[src/rtl/div_seq.sv]
// Multi-cycle restoring divider for DIV/DIVU in the EX stage.
// Produces {remainder, quotient} and holds the pipeline while a divide runs.
module div_seq #(
  parameter int unsigned DATA_W = 32
) (
  input  logic                clk,
  input  logic                rst,
  input  logic                start_i,
  input  logic                signed_i,
  input  logic                annul_i,
  input  logic [DATA_W-1:0]   a_i,
  input  logic [DATA_W-1:0]   b_i,
  output logic [2*DATA_W-1:0] result_o,
  output logic                ready_o,
  output logic                stall_o
);

  localparam int unsigned CntW = (DATA_W > 1) ? $clog2(DATA_W) : 1;
  localparam logic [CntW-1:0] LastStep = CntW'(DATA_W - 1);

  localparam logic [1:0] StIdle = 2'd0;
  localparam logic [1:0] StBusy = 2'd1;
  localparam logic [1:0] StDone = 2'd2;

  logic [1:0]          state_q, state_d;
  logic [CntW-1:0]     cnt_q, cnt_d;
  logic [DATA_W-1:0]   dvd_q, dvd_d;     // dividend shifts out, quotient shifts in
  logic [DATA_W-1:0]   rem_q, rem_d;
  logic [DATA_W-1:0]   dsr_q, dsr_d;     // |divisor|
  logic                neg_quo_q, neg_quo_d;
  logic                neg_rem_q, neg_rem_d;
  logic [2*DATA_W-1:0] result_q, result_d;

  logic [DATA_W:0]     shifted;
  logic                fits;
  logic [DATA_W-1:0]   diff;
  logic [DATA_W-1:0]   rem_step;
  logic [DATA_W-1:0]   quo_step;
  logic [DATA_W-1:0]   rem_fix;
  logic [DATA_W-1:0]   quo_fix;
  logic [DATA_W-1:0]   a_abs;
  logic [DATA_W-1:0]   b_abs;
  logic                accept;

  // One restoring step; the shifted partial remainder needs DATA_W+1 bits.
  always_comb begin
    shifted  = {rem_q, dvd_q[DATA_W-1]};
    fits     = (shifted >= {1'b0, dsr_q});
    diff     = shifted[DATA_W-1:0] - dsr_q;
    rem_step = fits ? diff : shifted[DATA_W-1:0];
    quo_step = {dvd_q[DATA_W-2:0], fits};
    rem_fix  = neg_rem_q ? (~rem_step + 1'b1) : rem_step;
    quo_fix  = neg_quo_q ? (~quo_step + 1'b1) : quo_step;
  end

  always_comb begin
    a_abs  = (signed_i && a_i[DATA_W-1]) ? (~a_i + 1'b1) : a_i;
    b_abs  = (signed_i && b_i[DATA_W-1]) ? (~b_i + 1'b1) : b_i;
    accept = (state_q == StIdle) && start_i && !annul_i;
  end

  always_comb begin
    state_d   = state_q;
    cnt_d     = cnt_q;
    dvd_d     = dvd_q;
    rem_d     = rem_q;
    dsr_d     = dsr_q;
    neg_quo_d = neg_quo_q;
    neg_rem_d = neg_rem_q;
    result_d  = result_q;

    case (state_q)
      StIdle: begin
        if (accept) begin
          if (b_i == '0) begin
            // Divide by zero completes at once with a fixed, trap-free result.
            result_d = {a_i, {DATA_W{1'b1}}};
            state_d  = StDone;
          end else begin
            dvd_d     = a_abs;
            dsr_d     = b_abs;
            rem_d     = '0;
            cnt_d     = '0;
            neg_quo_d = signed_i && (a_i[DATA_W-1] != b_i[DATA_W-1]);
            neg_rem_d = signed_i && a_i[DATA_W-1];
            state_d   = StBusy;
          end
        end
      end
      StBusy: begin
        if (annul_i) begin
          cnt_d   = '0;
          rem_d   = '0;
          state_d = StIdle;
        end else begin
          rem_d = rem_step;
          dvd_d = quo_step;
          cnt_d = cnt_q + 1'b1;
          if (cnt_q == LastStep) begin
            result_d = {rem_fix, quo_fix};
            cnt_d    = '0;
            state_d  = StDone;
          end
        end
      end
      StDone: begin
        state_d = StIdle;
      end
      default: begin
        state_d = StIdle;
      end
    endcase
  end

  always_ff @(posedge clk) begin
    if (rst) begin
      state_q   <= StIdle;
      cnt_q     <= '0;
      dvd_q     <= '0;
      rem_q     <= '0;
      dsr_q     <= '0;
      neg_quo_q <= 1'b0;
      neg_rem_q <= 1'b0;
      result_q  <= '0;
    end else begin
      state_q   <= state_d;
      cnt_q     <= cnt_d;
      dvd_q     <= dvd_d;
      rem_q     <= rem_d;
      dsr_q     <= dsr_d;
      neg_quo_q <= neg_quo_d;
      neg_rem_q <= neg_rem_d;
      result_q  <= result_d;
    end
  end

  always_comb begin
    result_o = result_q;
    ready_o  = (state_q == StDone);
    stall_o  = (accept && !rst) || (state_q == StBusy);
  end

endmodule

[config.mk]
export PLATFORM = sky130hd
export DESIGN_NAME = div_seq
export DESIGN_NICKNAME = d
export VERILOG_FILES = /design/src/rtl/div_seq.sv
export SDC_FILE = /design/constraint.sdc
export NUM_CORES = 1
export LEC_CHECK = 0
export BUFFER_PORTS_ARGS = -buffer_cell sky130_fd_sc_hd__buf_2
export CORE_MARGIN = 2
export CORE_UTILIZATION = 43
export DETAILED_ROUTE_END_ITERATION = 6
export GPL_ROUTABILITY_DRIVEN = 0
export MAX_ROUTING_LAYER = met4
export SLEW_MARGIN = 15
export SYNTH_ARGS = -nofsm -noshare
export SYNTH_HDL_FRONTEND = slang
export SYNTH_SLANG_ARGS = --single-unit
[constraint.sdc]
create_clock -name clk -period 5.37 [get_ports clk]
set_input_delay 0.8055 -clock clk [delete_from_list [all_inputs] [get_ports clk]]
set_output_delay 0.8055 -clock clk [all_outputs]
set_load 0.03 [all_outputs]
==> results <==
- The flow ran to the end, and the final reports show no timing, DRC or antenna violations.
- The number of global-route vias before repair was 11100.
- For this run, the total global-route usage over all layers was measured as 0.271.
- In this run the count of I/O pins placed on the die edge is roughly 140.
- The share of synthesized cell area in full adder, half adder and majority cells is 0.0410.
- The row count is roughly 60.
- After filler insertion, the fill cell instance count of the layout stands at around 2800.
- The count of input and output buffers is about 130.
- The first global-routing pass estimated 61000 um of wire.
- For the worst setup path, the data required time is 5.70 ns.
- The final wirelength is roughly 39000 um.
- Along the worst path, the maximum fanout reaches 24.
- Counting every sink on the clock net gives between 150 and 200.
- Dividing the detail-routed via count by the number of cells gives roughly 6.
- Cell internal power was estimated by the tool at roughly 2.2 mW.
- The number of nets in the final layout is ~1800.
- The clock arrives with about 0.012 ns of skew.
- Of the total power, combinational logic draws 0.239.
- The type of destination of the critical path is a flip-flop.
- The path class of the tightest hold or removal check is reg2reg.
- The count of antenna diodes in the layout is 0.
- The half-perimeter wire length of the detailed placement result is 29200 um.
- The max-capacitance violation count is 0.
- The amount of wire on met2 after detailed routing is between 15000 and 20000 um.
- At the pin with the least slew margin, the transition time is 1.14 ns.
- The multiplexer area fraction after synthesis is 0.0153.
- The average instance in the mapped netlist occupies approximately 7.4 um^2.
- Dividing the detail-routed wire length by the instance count gives about 18 um.
- The number of DRC markers after the initial detailed-route iteration is between 1000 and 1500.
- The deepest level of the CTS H-tree is 4.
- The detailed-route wire length on metal 1 is approximately 18000 um.
- The worst setup path is launched from a flip-flop.
- The number of pins with negative max-slew slack in the final report is 0.
- The die covers 0.0295 mm^2.
- Dividing total power by cell area gives a power density of 249 mW/mm^2.
- Of the total power, the clock network draws 0.371.
- The mapped netlist covers 0.0121 mm^2.
- The number of hold-slack violations in the final timing report came to 0.
- For this run, design rule violations remaining after detail routing come to 0.
- The net switching power is ~1.2 mW.
- Once layout is done, the placed cells without fillers occupy around 0.014 mm^2.
- The total CTS buffers is 17.
- The number of distinct library cells after synthesis is 86.
- The highest routing layer actually used is met4.
- The initial utilization of the core area, before any placement, comes to 0.437.
- The achievable clock frequency is between 0.2 and 0.25 GHz.
- The share of post-route cells with drive strength above 1 is 0.130.
- Yosys mapped a number of flops with a built-in enable equal to 0.
- The detail route stage leaves a number of antenna-violating nets equal to 0.
- The share of async-settable or async-resettable flops after synthesis is 0.
- Summed over all failing endpoints, the final setup total negative slack is 0 ns.
- The region available for standard cell placement spans approximately 0.028 mm^2.
- In this run, post-CTS hold repair placed 0 buffers.
- Synthesis inferred between 150 and 200 register bits.
- The fraction of power consumed by sequential logic is 0.390.
- The overall via count from detail_route is 12200.
- For this run the aggregate overflow at the end of global routing stands at 0.
- After technology mapping, the gate count stands at approximately 1600.
- The compound-gate portion of the synthesized area is 0.275.
- The die span in y is 172 um.
- In this run the static leakage power is approximately 5.4 nW.
- After synthesis, the largest family of logic cells by area is compound AO/OA/AOI/OAI gates.
- The number of setup buffers added after CTS is 0.
- The share of the Yosys chip area taken by registers is 0.280.
- The simple-gate portion of the synthesized area is 0.245.
- TritonCTS built the clock tree.
- Clock tree synthesis selected as its root buffer the cell clkbuf_16.
- The most frequently used flop master after synthesis is dfxtp_1.
- The switching portion of total power is 0.344.
- The x dimension of the die is between 150 and 200 um.
- The relative slew slack is 0.241.
- The largest buffer count on any clock path is 2.
- The number of warnings printed during yosys synthesis is 0.
- The layout overhead on the synthesized area is 12.3%.
- The worst-case IR drop observed on VDD is around 0.00020 V.
- Entering global routing, the biggest net connects around 100 pins.
- Setup repair after global routing left no endpoint under its margin.
- After clock tree synthesis, the clock-pin slew on the worst setup and hold paths is 0.08 ns.
- Setup violations remaining at the end of the flow were counted as 0.
- Gates resized during post-CTS repair numbered 0.
- The later pin in the worst-skew pair is clocked with a latency of roughly 0.44 ns.
- The arrival time of data at the critical path endpoint is a little under 5 ns.
- The type of the worst setup path is reg2reg.
- The routed design could run at a clock period as short as 4.59 ns.
- The number of search-and-repair iterations in the first detailed-routing pass is 6.
- The post-synthesis share of cell area spent on xor and xnor gates is 0.0919.
- In this run the cell area measured after placement is about 0.013 mm^2.
- The initial antenna violation count is 0.
- Summed over all nets, wire length on met3 after detailed routing comes to about 2300 um.
- Synthesis produced a netlist with a net count of around 1700.
- Dividing the final minimum period by the clock period gives 0.855.
-- flip-flops by register name, indices dropped and copies added (netlist names) --
register and cells:
rem_q 32, neg_rem_q 1, result_o 64, neg_quo_q 1, dsr_q 32, state_q 2, cnt_q 5, dvd_q 32
-- path summary, 6_finish.rpt --
path	startpoint	endpoint	slack, ns	cells past startpoint
min	dsr_q[17]$_SDFFE_PP0P_	dsr_q[17]$_SDFFE_PP0P_	0.45	2
max reg2reg	rem_q[3]$_SDFFE_PP0P_	result_o[62]$_SDFFE_PP0P_	0.78	13
min reg2reg	dsr_q[17]$_SDFFE_PP0P_	dsr_q[17]$_SDFFE_PP0P_	0.45	2
max	rem_q[3]$_SDFFE_PP0P_	result_o[62]$_SDFFE_PP0P_	0.78	13
-- cell type report --
type,instances,area (um^2),share of cell area
clock buffer,17,425,0.0313
clock inverter,14,151,0.0111
inverter,55,206,0.0152
multi-input combinational,1306,8140,0.599
sequential,169,3380,0.249
tap,378,473,0.0348
timing repair buffer,151,813,0.0598
-- cell families after synthesis --
| kind of cell | count (synthesis) |
|---|---|
| simple gates | 636 |
| compound gates | 486 |
| flops | 169 |
| buf+inv | 159 |
| xor+xnor | 127 |
| fa+ha+maj | 39 |
| mux | 18 |
-- power by group through the flow --
stage                     clock network, mW  logic [mW]  registers (mW)
after CTS                              1.27       0.799            1.32
after detailed placement                  0       0.796            1.35
after global placement                    0       0.792            1.35
after global routing                   1.31       0.890            1.33
after floorplan                           0       0.573            1.34
final                                  1.26       0.810            1.32
-- synthesized netlist by cell type, types with 6 or more instances --
master	instances	area share
a211oi_1	86	0.053
a21o_1	12	0.0074
a21oi_1	140	0.058
a22oi_1	21	0.013
a311oi_1	26	0.019
a31oi_1	11	0.0057
and2_1	9	0.0047
and3_1	15	0.0078
buf_1	6	0.0019
buf_2	20	0.0083
clkbuf_1	77	0.024
dfxtp_1	169	0.28
ha_1	38	0.039
inv_1	54	0.017
mux2i_1	14	0.012
nand2_1	138	0.043
nand2b_1	11	0.0057
nand3_1	21	0.0087
nand3b_1	6	0.0037
nand4_1	16	0.0083
nor2_1	275	0.085
nor2b_1	8	0.0041
nor3_1	46	0.019
nor3b_1	7	0.0043
nor4_1	21	0.011
o211ai_1	10	0.0062
o21a_1	7	0.0043
o21ai_0	58	0.024
o21ai_1	11	0.0046
o21bai_1	6	0.0037
o22ai_1	8	0.0041
o31ai_1	28	0.017
o41ai_1	7	0.0051
or2_2	8	0.0041
or3_1	20	0.010
or4_1	13	0.0081
xnor2_1	65	0.047
xor2_1	62	0.045
-- layout by cell type, fill, tap and decap left out, types with 12 or more instances in the layout --
cell type  instances
nor4_1            20
a21o_1            12
inv_1             54
clkbuf_16         17
buf_4             17
o31ai_1           28
nand4_1           16
or4_1             13
a22oi_1           21
a21oi_1          140
xor2_1            62
dfxtp_1          169
nor3_1            46
nand3_1           21
nor2_1           273
a311oi_1          26
xnor2_1           65
buf_2            133
mux2i_1           14
o21ai_0           58
nand2_1          138
and3_1            15
a211oi_1          86
ha_1              38
or3_1             20
-- critical path: stages, from the launching register on --
cell and delay [ns]:
dfxtp_1 0.43, ha_1 0.36, a21o_1 0.24, a31oi_2 0.35, a2111oi_4 0.18, o311ai_4 0.47
nand2_4 0.28, buf_4 0.32, a31oi_1 0.43, o211ai_2 0.27, nor4_1 0.46, a31o_1 0.23
xor2_1 0.07, a2111oi_0 0.36
-- routing by layer --
| layer | vias up | global-route usage |
|---|---|---|
| li1 | 6062 | - |
| met4 | 0 | 0.0924 |
| met2 | 444 | 0.434 |
| met1 | 5668 | 0.357 |
| met5 | - | - |
| met3 | 55 | 0.0274 |
-- metrics by stage --
step                      cells  hold WS [ns]  utilization  setup WS (ns)  total power, mW
final                      2090         0.452        0.491          0.779             3.39
after detailed placement   2059         0.445        0.470          0.904             2.15
after CTS                  2090         0.452        0.491          0.878             3.39
after global routing       2090         0.465        0.491          0.453             3.53
after global placement     2059         0.440        0.470          0.954             2.14
after floorplan            1634         0.432            -          0.959             1.91
Power figures use the tool's default switching activity.
